### config.mk
export PLATFORM = sky130hd
export DESIGN_NAME = data_mem_arbiter
export DESIGN_NICKNAME = d
export VERILOG_FILES = /design/src/rtl/data_mem_arbiter.sv
export SDC_FILE = /design/constraint.sdc
export NUM_CORES = 1
export LEC_CHECK = 0
export CELL_PAD_IN_SITES_DETAIL_PLACEMENT = 0
export CELL_PAD_IN_SITES_GLOBAL_PLACEMENT = 1
export CORE_ASPECT_RATIO = 0.75
export CORE_MARGIN = 3
export CORE_UTILIZATION = 23
export CTS_CLUSTER_DIAMETER = 120
export DETAILED_ROUTE_END_ITERATION = 6
export GPL_ROUTABILITY_DRIVEN = 0
export PLACE_DENSITY = 0.86
export SETUP_SLACK_MARGIN = 0.5
export SYNTH_ARGS = -nofsm -noshare
export SYNTH_HDL_FRONTEND = slang
export SYNTH_SLANG_ARGS = --single-unit
### constraint.sdc
create_clock -name clk -period 2 [get_ports clk]
set_clock_uncertainty 0.05 [all_clocks]
set_input_delay 0.2 -clock clk [delete_from_list [all_inputs] [get_ports clk]]
set_output_delay 0.2 -clock clk [all_outputs]
set_load 0.02 [all_outputs]
### src/rtl/data_mem_arbiter.sv
// Two-master arbiter for the single-port data memory: CPU port C has priority,
// port D is force-granted after MAX_WAIT held-off cycles. Responses are one cycle after grant.
module data_mem_arbiter #(
   parameter int unsigned DATA_WIDTH = 32,
   parameter int unsigned ADDR_WIDTH = 32,
   parameter int unsigned MAX_WAIT   = 4
) (
   input  logic                  clk,
   input  logic                  rst_n,
   input  logic                  c_req,
   input  logic                  c_we,
   input  logic [2:0]            c_funct3,
   input  logic [ADDR_WIDTH-1:0] c_addr,
   input  logic [DATA_WIDTH-1:0] c_wdata,
   output logic                  c_gnt,
   output logic                  c_rvalid,
   output logic [DATA_WIDTH-1:0] c_rdata,
   output logic                  c_err,
   input  logic                  d_req,
   input  logic                  d_we,
   input  logic [2:0]            d_funct3,
   input  logic [ADDR_WIDTH-1:0] d_addr,
   input  logic [DATA_WIDTH-1:0] d_wdata,
   output logic                  d_gnt,
   output logic                  d_rvalid,
   output logic [DATA_WIDTH-1:0] d_rdata,
   output logic                  d_err,
   output logic                  mem_wr_en,
   output logic [2:0]            mem_funct3,
   output logic [ADDR_WIDTH-1:0] mem_addr,
   output logic [DATA_WIDTH-1:0] mem_wr_data,
   input  logic [DATA_WIDTH-1:0] mem_rd_data
);

   localparam int unsigned CNT_W = 4;
   localparam logic [CNT_W-1:0] WAIT_MAX = CNT_W'(MAX_WAIT);

   logic [CNT_W-1:0] wait_cnt;
   logic             force_d;
   logic             c_legal;
   logic             d_legal;

   // Legal funct3 for the access direction, with natural alignment for halfword/word
   function automatic logic is_legal(input logic we, input logic [2:0] f3, input logic [1:0] a);
      logic ok;
      ok = 1'b0;
      case (f3)
         3'b000:  ok = 1'b1;
         3'b001:  ok = !a[0];
         3'b010:  ok = (a == 2'b00);
         3'b100:  ok = !we;
         3'b101:  ok = !we && !a[0];
         default: ok = 1'b0;
      endcase
      return ok;
   endfunction

   assign c_legal = is_legal(c_we, c_funct3, c_addr[1:0]);
   assign d_legal = is_legal(d_we, d_funct3, d_addr[1:0]);

   assign force_d = d_req && (wait_cnt == WAIT_MAX);
   assign c_gnt   = c_req && !force_d;
   assign d_gnt   = d_req && (!c_req || force_d);

   // Winner's request drives the memory; idle bus parks on a harmless word read of 0
   always_comb begin
      mem_wr_en   = 1'b0;
      mem_funct3  = 3'b010;
      mem_addr    = '0;
      mem_wr_data = '0;
      if (c_gnt) begin
         mem_wr_en   = c_we && c_legal;
         mem_funct3  = c_funct3;
         mem_addr    = c_addr;
         mem_wr_data = c_wdata;
      end else if (d_gnt) begin
         mem_wr_en   = d_we && d_legal;
         mem_funct3  = d_funct3;
         mem_addr    = d_addr;
         mem_wr_data = d_wdata;
      end
   end

   // Starvation counter for port D
   always_ff @(posedge clk or negedge rst_n) begin
      if (!rst_n) begin
         wait_cnt <= '0;
      end else if (!d_req || d_gnt) begin
         wait_cnt <= '0;
      end else if (wait_cnt != WAIT_MAX) begin
         wait_cnt <= wait_cnt + CNT_W'(1);
      end
   end

   // Port C response
   always_ff @(posedge clk or negedge rst_n) begin
      if (!rst_n) begin
         c_rvalid <= 1'b0;
         c_err    <= 1'b0;
         c_rdata  <= '0;
      end else begin
         c_rvalid <= c_gnt;
         if (c_gnt) begin
            c_err   <= !c_legal;
            c_rdata <= (!c_we && c_legal) ? mem_rd_data : '0;
         end
      end
   end

   // Port D response
   always_ff @(posedge clk or negedge rst_n) begin
      if (!rst_n) begin
         d_rvalid <= 1'b0;
         d_err    <= 1'b0;
         d_rdata  <= '0;
      end else begin
         d_rvalid <= d_gnt;
         if (d_gnt) begin
            d_err   <= !d_legal;
            d_rdata <= (!d_we && d_legal) ? mem_rd_data : '0;
         end
      end
   end

endmodule

# Yosys cells after proc, flatten, opt, wreduce, memory -nomap -nowiden
# Cells that the tools add are included.
dict set report totals {
  in_bits 172
  reg_bits 72
}
dict set report classes {
  n_mux 14
  add_sub_neg 1
  reduce_logical 25
  eq_ne 10
}
# operator n
set op_table {}
lappend op_table {{$mux 32} 6}
lappend op_table {{$eq 3x3->1 const B} 4}
lappend op_table {{$pmux 1 s5} 2}
lappend op_table {{$logic_and 1x1->1} 9}
lappend op_table {{$logic_not 1->1} 9}
lappend op_table {{$mux 4} 2}
lappend op_table {{$eq 3x1->1 const B} 2}
lappend op_table {{$eq 3x2->1 const B} 2}
lappend op_table {{$logic_not 3->1} 2}
lappend op_table {{$mux 3} 2}
lappend op_table {{$add 4x1->4 const B} 1}
lappend op_table {{$eq 4x3->1 const B} 1}
lappend op_table {{$logic_not 2->1} 2}
lappend op_table {{$ne 4x3->1 const B} 1}
lappend op_table {{$logic_or 1x1->1} 2}
lappend op_table {{$mux 1} 2}
lappend op_table {{$reduce_bool 2->1} 1}

# Logic depth before layout (Yosys ltp)
# Gate-level depths: netlist (run 1).
dict set report logic_depth {
  ltp_word 6
  mapped_depth 8
}

# Worst setup path after synthesis (run 1)
# OpenSTA, ideal clock, no wires.
dict set report synth_timing {
  kind {register -> output}
  start {register wait_cnt[0]}
  end {output port mem_wr_en}
  slack_ps 129
  stages_incl_launch_ff 8
  path_buffers 1
  t_required_ps 1750
  arrival_ps 1621
  path_cell_list {dfrtp_1 -> inv_1 -> ha_1 -> nand4b_1 -> buf_4 -> nand2_4 -> inv_2 -> o32ai_1}
}
dict set report synth_between {
  elab_chain_len 6
  elab_cells_between_ends 8
  cone_classes {eq/ne: 1; mux: 2; reduce/logical: 5}
}
# element line
set synth_rtl {}
lappend synth_rtl {{start, declared} 38} ;# logic [CNT_W-1:0] wait_cnt;
lappend synth_rtl {{start signal, assigned} 91} ;# wait_cnt <= wait_cnt + CNT_W'(1);
lappend synth_rtl {{$eq 4x3->1 (*)} 61} ;# assign force_d = d_req && (wait_cnt == WAIT_MAX);
lappend synth_rtl {{$logic_and 1x1->1 (*)} 61}
lappend synth_rtl {{$logic_or 1x1->1} 63} ;# assign d_gnt = d_req && (!c_req || force_d);
lappend synth_rtl {{$logic_and 1x1->1} 63}
lappend synth_rtl {{$mux 1} 76} ;# end else if (d_gnt) begin
lappend synth_rtl {{$mux 1 (*)} 71} ;# if (c_gnt) begin
lappend synth_rtl {{end, declared} 28} ;# output logic mem_wr_en,
# Every way passes the cells marked *; elsewhere a longest branch is shown, timed or not.

# Worst setup path in the final report (run 1)
dict set report layout_timing {
  start {register wait_cnt[0]}
  end {output port mem_funct3[1]}
}
dict set report layout_between {
  elab_chain_len 6
  elab_cells_between_ends 8
  cone_classes {eq/ne: 1; mux: 2; reduce/logical: 5}
}
# element line
set layout_rtl {}
lappend layout_rtl {{$eq 4x3->1 (*)} 61}
lappend layout_rtl {{$logic_and 1x1->1 (*)} 61}
lappend layout_rtl {{$logic_or 1x1->1} 63}
lappend layout_rtl {{$logic_and 1x1->1} 63}
lappend layout_rtl {{$mux 3} 76}
lappend layout_rtl {{$mux 3 (*)} 71}
lappend layout_rtl {{end, declared} 29} ;# output logic [2:0] mem_funct3,
# Marks and branches as above.

==> results of run 1 <==
[worst max-delay path, delay by kind of cell (launching register included)]
family | cells | cell delay (ns)
muxes | 1 | 0.29
and+or+nand+nor | 2 | 0.20
buffers and inverters | 6 | 0.72
adders and majority gates | 1 | 0.12
DFF | 1 | 0.40
[cells in the mapped netlist]
| cell | n |
|---|---|
| xnor2_1 | 1 |
| inv_1 | 2 |
| o2bb2ai_1 | 64 |
| nor4_2 | 2 |
| and3b_1 | 1 |
| mux2_1 | 3 |
| o21ai_1 | 66 |
| buf_4 | 8 |
| nand3_1 | 100 |
| dfrtp_1 | 72 |
| xor2_1 | 1 |
| ha_1 | 2 |
| nand2_4 | 1 |
| buf_1 | 5 |
| o211ai_1 | 32 |
| a21oi_1 | 4 |
| and3_1 | 4 |
| o32ai_1 | 1 |
| nand2b_1 | 1 |
| nand2_1 | 69 |
| buf_2 | 20 |
| clkbuf_1 | 27 |
| o21bai_1 | 2 |
| o21ai_4 | 1 |
| nand4b_1 | 1 |
| inv_2 | 3 |
[final cells by class]
type	count	area share (%)
Multi-Input combinational cell	356	34.8
Timing Repair Buffer	412	42.8
Timing Repair inverter	1	0.0793
Clock buffer	10	2.07
Inverter	5	0.340
Tap cell	242	2.74
Sequential cell	72	16.3
Clock inverter	6	0.838
[logic make-up (layout without fill, tap and decap cells)]
family | Yosys count | in the layout | synth area share (%)
DFF | 72 | 72 | 42.8
buffers and inverters | 65 | 434 | 7.10
xor gates and xnor gates | 2 | 2 | 0.416
and+or+nand+nor | 179 | 179 | 20.0
AOI/OAI and AO/OA | 170 | 170 | 28.3
muxes | 3 | 3 | 0.802
adders and majority gates | 2 | 2 | 0.594
[metal layers]
metal  vias up  routed length (um)
met2       226               11400
met4         0                 251
met1      2791                9980
li1       2571                   -
met5         -                   0
met3        18                1750
[worst max path at each step]
stage                             from             end  slack [ns]  cells past startpoint
2_1_floorplan  wait_cnt[0]$_DFFE_PN0P_    mem_addr[23]        0.42                      8
3_3_place_gp   wait_cnt[0]$_DFFE_PN0P_  mem_wr_data[2]       -0.32                      9
3_5_place_dp   wait_cnt[0]$_DFFE_PN0P_  mem_wr_data[2]       -0.38                      9
4_1_cts        wait_cnt[0]$_DFFE_PN0P_   mem_funct3[1]       -0.36                     10
5_1_grt        wait_cnt[0]$_DFFE_PN0P_    mem_addr[12]       -0.39                     11
6_report       wait_cnt[0]$_DFFE_PN0P_   mem_funct3[1]       -0.30                     10
[power by group]
group	total (mW)	internal (mW)	leakage, nW	switching, mW
Combinational	2.10	1.10	4.29	1.00
Sequential	1.62	1.55	0.970	0.0785
Clock	1.77	1.10	0.149	0.674
[repair_timing]
item	CTS	global route
endpoints found under the hold margin	43	0
resized for setup	501	191
hold buffers	1	0
cloned	6	6
buffers inserted	33	12
endpoints found under the setup margin	209	209
pin swaps	7	9
[stage by stage]
step                cell area [um2]  setup TNS (ns)
floorplan                      5130               0
global placement               8630          -19.67
detailed placement             8630          -23.58
CTS                            9890          -17.08
global route                  11000          -22.21
finish                        11000          -14.98
[state kept, by name, indices dropped and copies added (netlist names)]
register  flops
c_rvalid      1
d_rvalid      1
d_rdata      32
wait_cnt      4
d_err         1
c_rdata      32
c_err         1
==> run_results.csv, run 1 <==
group,metric,value,unit
synthesis,synth_fp_nets,667,
finish,n_antenna_cell,0,
route,drtAntennaViolNets,0,
clocking,cts_max_level,3,
global_routing,grt_start_max_net_pins,71,
clocking,cts_buffers,9,
finish,layout_common_cells,"clkdlybuf4s50_1 (168), buf_6 (95), dfrtp_1 (72)",
worst_setup_path,r2r-start,"wait_cnt[0]$_DFFE_PN0P_",
finish,multi_input_area,3840,um2
worst_setup_path,path_class,"reg2out",
outcome,violations,"negative setup slack",
placed_design,hpwlAfterDp,14.4,mm
finish,final_common_cell,"clkdlybuf4s50_1",
route,drtIter0Drc,255,
finish,layout.cells.non_filler,1104,
synthesis,synth_cells,493,
floorplan,io-pin-count,310,
finish,synthToLayoutAreaGrowth,162,%
route,drc,0,
global_routing,grtUsageMet2,33.0,%
floorplan,rows,42,
floorplan,die_area,20000,um2
worst_setup_path,cpPeakStageDelay,0.40,ns
worst_hold_path,hold_path_class,"in2async",
floorplan,die_x,162,um
worst_setup_path,startpoint_type,"flop",
global_routing,grt_pass1_vias,5630,
route,vias,5606,
global_routing,use_met1,27.6,%
flow_run,cap_violations,0,
placed_design,port_buffers,309,
global_routing,track_usage,20.4,%
clocking,cts_tree,"built",
global_routing,grt_pass1_wl,32.0,mm
global_routing,grtUsageMet3,6.20,%
power,power,5.50,mW
clocking,cts-root-buf,"clkbuf_16",
timing,slew_headroom,59.6,%
synthesis,synth_warnings,0,
floorplan,core,17800,um2
worst_setup_path,regToRegSetupSlack,-0.04,ns
worst_setup_path,crit_path_end_kind,"primary output",
worst_setup_path,cpMostUsedCell,"buf_6",
finish,nFillCells,1391,
finish,postLayoutCoreUtil,62.0,%
clocking,cts.sinks,72,
placed_design,dp_slack,-0.378,ns
synthesis,synth.area.top_cells,"dfrtp_1 (43%), o2bb2ai_1 (13%), nand3_1 (12%), o21ai_1 (7.8%), nand2_1 (6.1%)",
worst_setup_path,critPathArrivalTime,2.05,ns
outcome,status,"complete, but fails checks",
clocking,clk_pin_slew,0.06,ns
worst_setup_path,reg2reg_depth,13,
global_routing,antenna_found_initial,0,
route,via_per_inst,5.08,
timing,fin_crit,2.30,ns
worst_setup_path,path_max_fanout,5,
clocking,cts_max_path_buffers,2,
power,power_per_cell_area,498,nW/um2
global_routing,busiest_layer,"met2",
synthesis,synth_cell_type_count,26,
global_routing,gr-total-overflow,0,
timing,hold_viol_final,0,
placed_design,dp_cells,1030,
timing,grt_setup_unrepaired,"true",
worst_setup_path,crit_slowest_cell,"dfrtp_1",
power,ir_worst_vdd,0.000448,V
floorplan,die_h,123,um
synthesis,yosysSeqAreaShare,42.8,%
timing,maxSlewViolCount,0,
timing,timing.final.crit_share,115,%
worst_setup_path,worstReg2RegEnd,"c_rdata[10]$_DFFE_PN0P_",
worst_setup_path,required,1.75,ns
finish,regArea,1800,um2
timing,setup_viol,85,
finish,nNetsFinal,1031,
route,first_pass_iters,4,
synthesis,netlist_area,4210,um2
floorplan,start_util,23.6,%
synthesis,synth_top_cell_area_share,42.8,%
worst_setup_path,crit_chain,"inv_2 > ha_4 > nand4b_1 > buf_4 > buf_12 > nand2_8 > buf_6 > buf_6 > mux2_4 > buf_6",
finish,layout-drive-gt1-share,43.9,%
synthesis,synth.avg_cell_area,8.55,um2
route,wl_per_cell,21.2,um
timing,tightestPinTransition,0.607,ns
synthesis,yosysTopAreaCell,"dfrtp_1",
timing,hold_ws,0.367,ns
timing,fmax,436,MHz
timing,fin_ws,-0.296,ns
synthesis,ys_seq_elements,72,
power,leakage,5.41,nW
route,totalWireLength,23.4,mm
clocking,clk-insertion-delay-late,0.32,ns
(Power assumes the default switching activity.)
==> run 2: changes to the inputs <==
--- a/config.mk
+++ b/config.mk
@@ -13,8 +13,9 @@
 export CTS_CLUSTER_DIAMETER = 120
 export DETAILED_ROUTE_END_ITERATION = 6
 export GPL_ROUTABILITY_DRIVEN = 0
-export PLACE_DENSITY = 0.86
-export SETUP_SLACK_MARGIN = 0.5
+export HOLD_SLACK_MARGIN = 0.08
+export PLACE_DENSITY_LB_ADDON = 0.15
+export SETUP_SLACK_MARGIN = 0.02
 export SYNTH_ARGS = -nofsm -noshare
 export SYNTH_HDL_FRONTEND = slang
 export SYNTH_SLANG_ARGS = --single-unit
==> run 2 against run 1 <==
  * The run still ends with negative setup slack left
  * Cell area decreased by 20%
  * Critical path type unchanged
  * Critical endpoint is now mem_wr_data[14]
  * Largest cell class unchanged
  * Combinational power decreased by 18%
  * Largest power group is now the clock network
  * Sequential share of layout area is 4.0 points higher
  * Die area unchanged
  * Register-to-register slack improved by 0.16 ns
  * Clock-buffer cell count up 1
  * Core utilization decreased by 12 points
  * Highest routed layer unchanged
  * Maximum frequency rose by 8.5%
==> run_results.csv, run 2 (synthesized netlist as in run 1, its figures left out) <==
group,metric,value,unit
worst_setup_path,crit_path_end_kind,"primary output",
worst_setup_path,crit_slowest_cell,"dfrtp_1",
worst_setup_path,cpPeakStageDelay,0.38,ns
finish,postLayoutCoreUtil,49.7,%
global_routing,grt_start_max_net_pins,59,
timing,timing.final.crit_share,106,%
global_routing,track_usage,19.9,%
worst_setup_path,crit_chain,"inv_2 > ha_4 > nand4b_1 > buf_4 > nand2_8 > inv_8 > buf_12 > o21ai_1 > buf_4",
floorplan,io-pin-count,310,
finish,final_common_cell,"clkdlybuf4s50_1",
floorplan,rows,42,
worst_setup_path,required,1.75,ns
finish,top_regs,"c_rdata (32), d_rdata (32), wait_cnt (4)",
route,first_pass_iters,5,
placed_design,port_buffers,309,
clocking,cts_tree,"built",
placed_design,dp_cells,1024,
finish,nNetsFinal,981,
clocking,cts_buffers,9,
power,ir_worst_vdd,0.000333,V
worst_setup_path,cp.buffers_inverters,5,
finish,layout-drive-gt1-share,26.6,%
finish,nFillCells,1655,
floorplan,core,17800,um2
clocking,clk_pin_slew,0.06,ns
floorplan,start_util,23.6,%
global_routing,grt_pass1_wl,31.2,mm
placed_design,hpwlAfterDp,14.7,mm
clocking,cts.sinks,72,
timing,fin_crit,2.12,ns
global_routing,gr-total-overflow,0,
timing,slew_headroom,67.6,%
flow_run,cap_violations,0,
timing,fmax,472,MHz
clocking,cts-root-buf,"clkbuf_16",
clocking,cts_max_path_buffers,2,
route,wl_per_cell,20.2,um
outcome,violations,"negative setup slack",
clocking,clk-insertion-delay-late,0.33,ns
global_routing,grt_pass1_vias,5365,
worst_hold_path,hold_path_class,"in2async",
power,power_per_cell_area,590,nW/um2
finish,synthToLayoutAreaGrowth,110,%
worst_setup_path,critical_path.top_delay_family,"buffers and inverters",
route,drtIter0Drc,317,
floorplan,die_x,162,um
timing,hold_viol_final,0,
floorplan,die_h,123,um
finish,layout.cells.non_filler,1054,
worst_setup_path,critPathArrivalTime,1.87,ns
route,vias,5309,
timing,grt_setup_unrepaired,"true",
worst_setup_path,startpoint_type,"flop",
outcome,status,"complete, but fails checks",
power,leakage,3.62,nW
route,via_per_inst,5.04,
worst_setup_path,path_class,"reg2out",
timing,tightestPinTransition,0.486,ns
route,drtAntennaViolNets,0,
route,totalWireLength,21.2,mm
timing,maxSlewViolCount,0,
timing,setup_viol,68,
clocking,cts_max_level,3,
worst_setup_path,cpMostUsedCell,"buf_4",
finish,n_antenna_cell,0,
timing,fin_ws,-0.117,ns
finish,layout_common_cells,"clkdlybuf4s50_1 (236), nand3_1 (96), dfrtp_1 (72)",
worst_setup_path,path_max_fanout,18,
global_routing,antenna_found_initial,0,
floorplan,die_area,20000,um2
route,drc,0,
[run 2: layout make-up]
cell class / count / area (um2) / area share, %
clock buffers: 11 / 253 / 2.85
clock inverters: 5 / 103 / 1.16
inverters: 5 / 26.3 / 0.297
multi-input cells: 356 / 2590 / 29.2
flip-flops and latches: 72 / 1800 / 20.3
well taps: 242 / 303 / 3.42
repair buffers: 362 / 3770 / 42.6
repair inverters: 1 / 8.76 / 0.0989
[run 2: path summary, 6_finish.rpt]
kind | start | to | slack (ns) | cells past startpoint
hold reg to reg | c_rdata[11]$_DFFE_PN0P_ | c_rdata[11]$_DFFE_PN0P_ | 0.43 | 1
max in group asynchronous | rst_n | d_rdata[9]$_DFFE_PN0N_ | 0.99 | 3
setup reg to reg | wait_cnt[0]$_DFFE_PN0P_ | c_err$_DFFE_PN0P_ | 0.12 | 9
hold / removal | rst_n | d_rdata[25]$_DFFE_PN0N_ | 0.34 | 2
setup / recovery | wait_cnt[0]$_DFFE_PN0P_ | mem_wr_data[14] | -0.12 | 9
min in group clk | c_req | c_rdata[6]$_DFFE_PN0P_ | 0.36 | 4
[run 2: worst reg2reg max path: cells and delay by family (launching register included)]
| family | cells | cell delay [ns] |
|---|---|---|
| muxes | 1 | 0.30 |
| DFF | 1 | 0.38 |
| adders and majority gates | 1 | 0.13 |
| buffers and inverters | 5 | 0.67 |
| and+or+nand+nor | 2 | 0.22 |
[run 2: where the power goes]
group / total (mW) / switching, mW / internal (mW)
combinational: 1.72 / 0.833 / 0.890
clock: 1.89 / 0.610 / 1.28
sequential: 1.61 / 0.0593 / 1.55
total: 5.22 / 1.50 / 3.72
[run 2: per-layer routing]
metal  wire length (um)  global-route usage, %
met5                  0                      0
met4                306                   4.16
met2              10400                   32.2
met3               1400                   4.66
met1               9180                   27.4
[run 2: what timing repair did]
item	CTS	global route
hold buffers	1	0
endpoints found under the setup margin	70	71
resized for setup	458	61
hold endpoints to repair	33	0
pin swaps	20	6
gates cloned	5	0
buffers inserted	7	2
[run 2: per-stage QoR]
stage	setup slack (ns)	hold WS, ns	instance area, um2	total power, mW	setup TNS, ns
after global routing	-0.194	0.368	8850	5.45	-11.93
final	-0.117	0.336	8850	5.22	-6.36
after CTS	-0.102	0.338	8580	5.20	-5.32
after detailed placement	-0.418	0.136	7740	3.16	-19.93
after global placement	-0.387	0.134	7740	3.16	-16.71
after floorplan	0.129	-0.146	4210	2.22	0
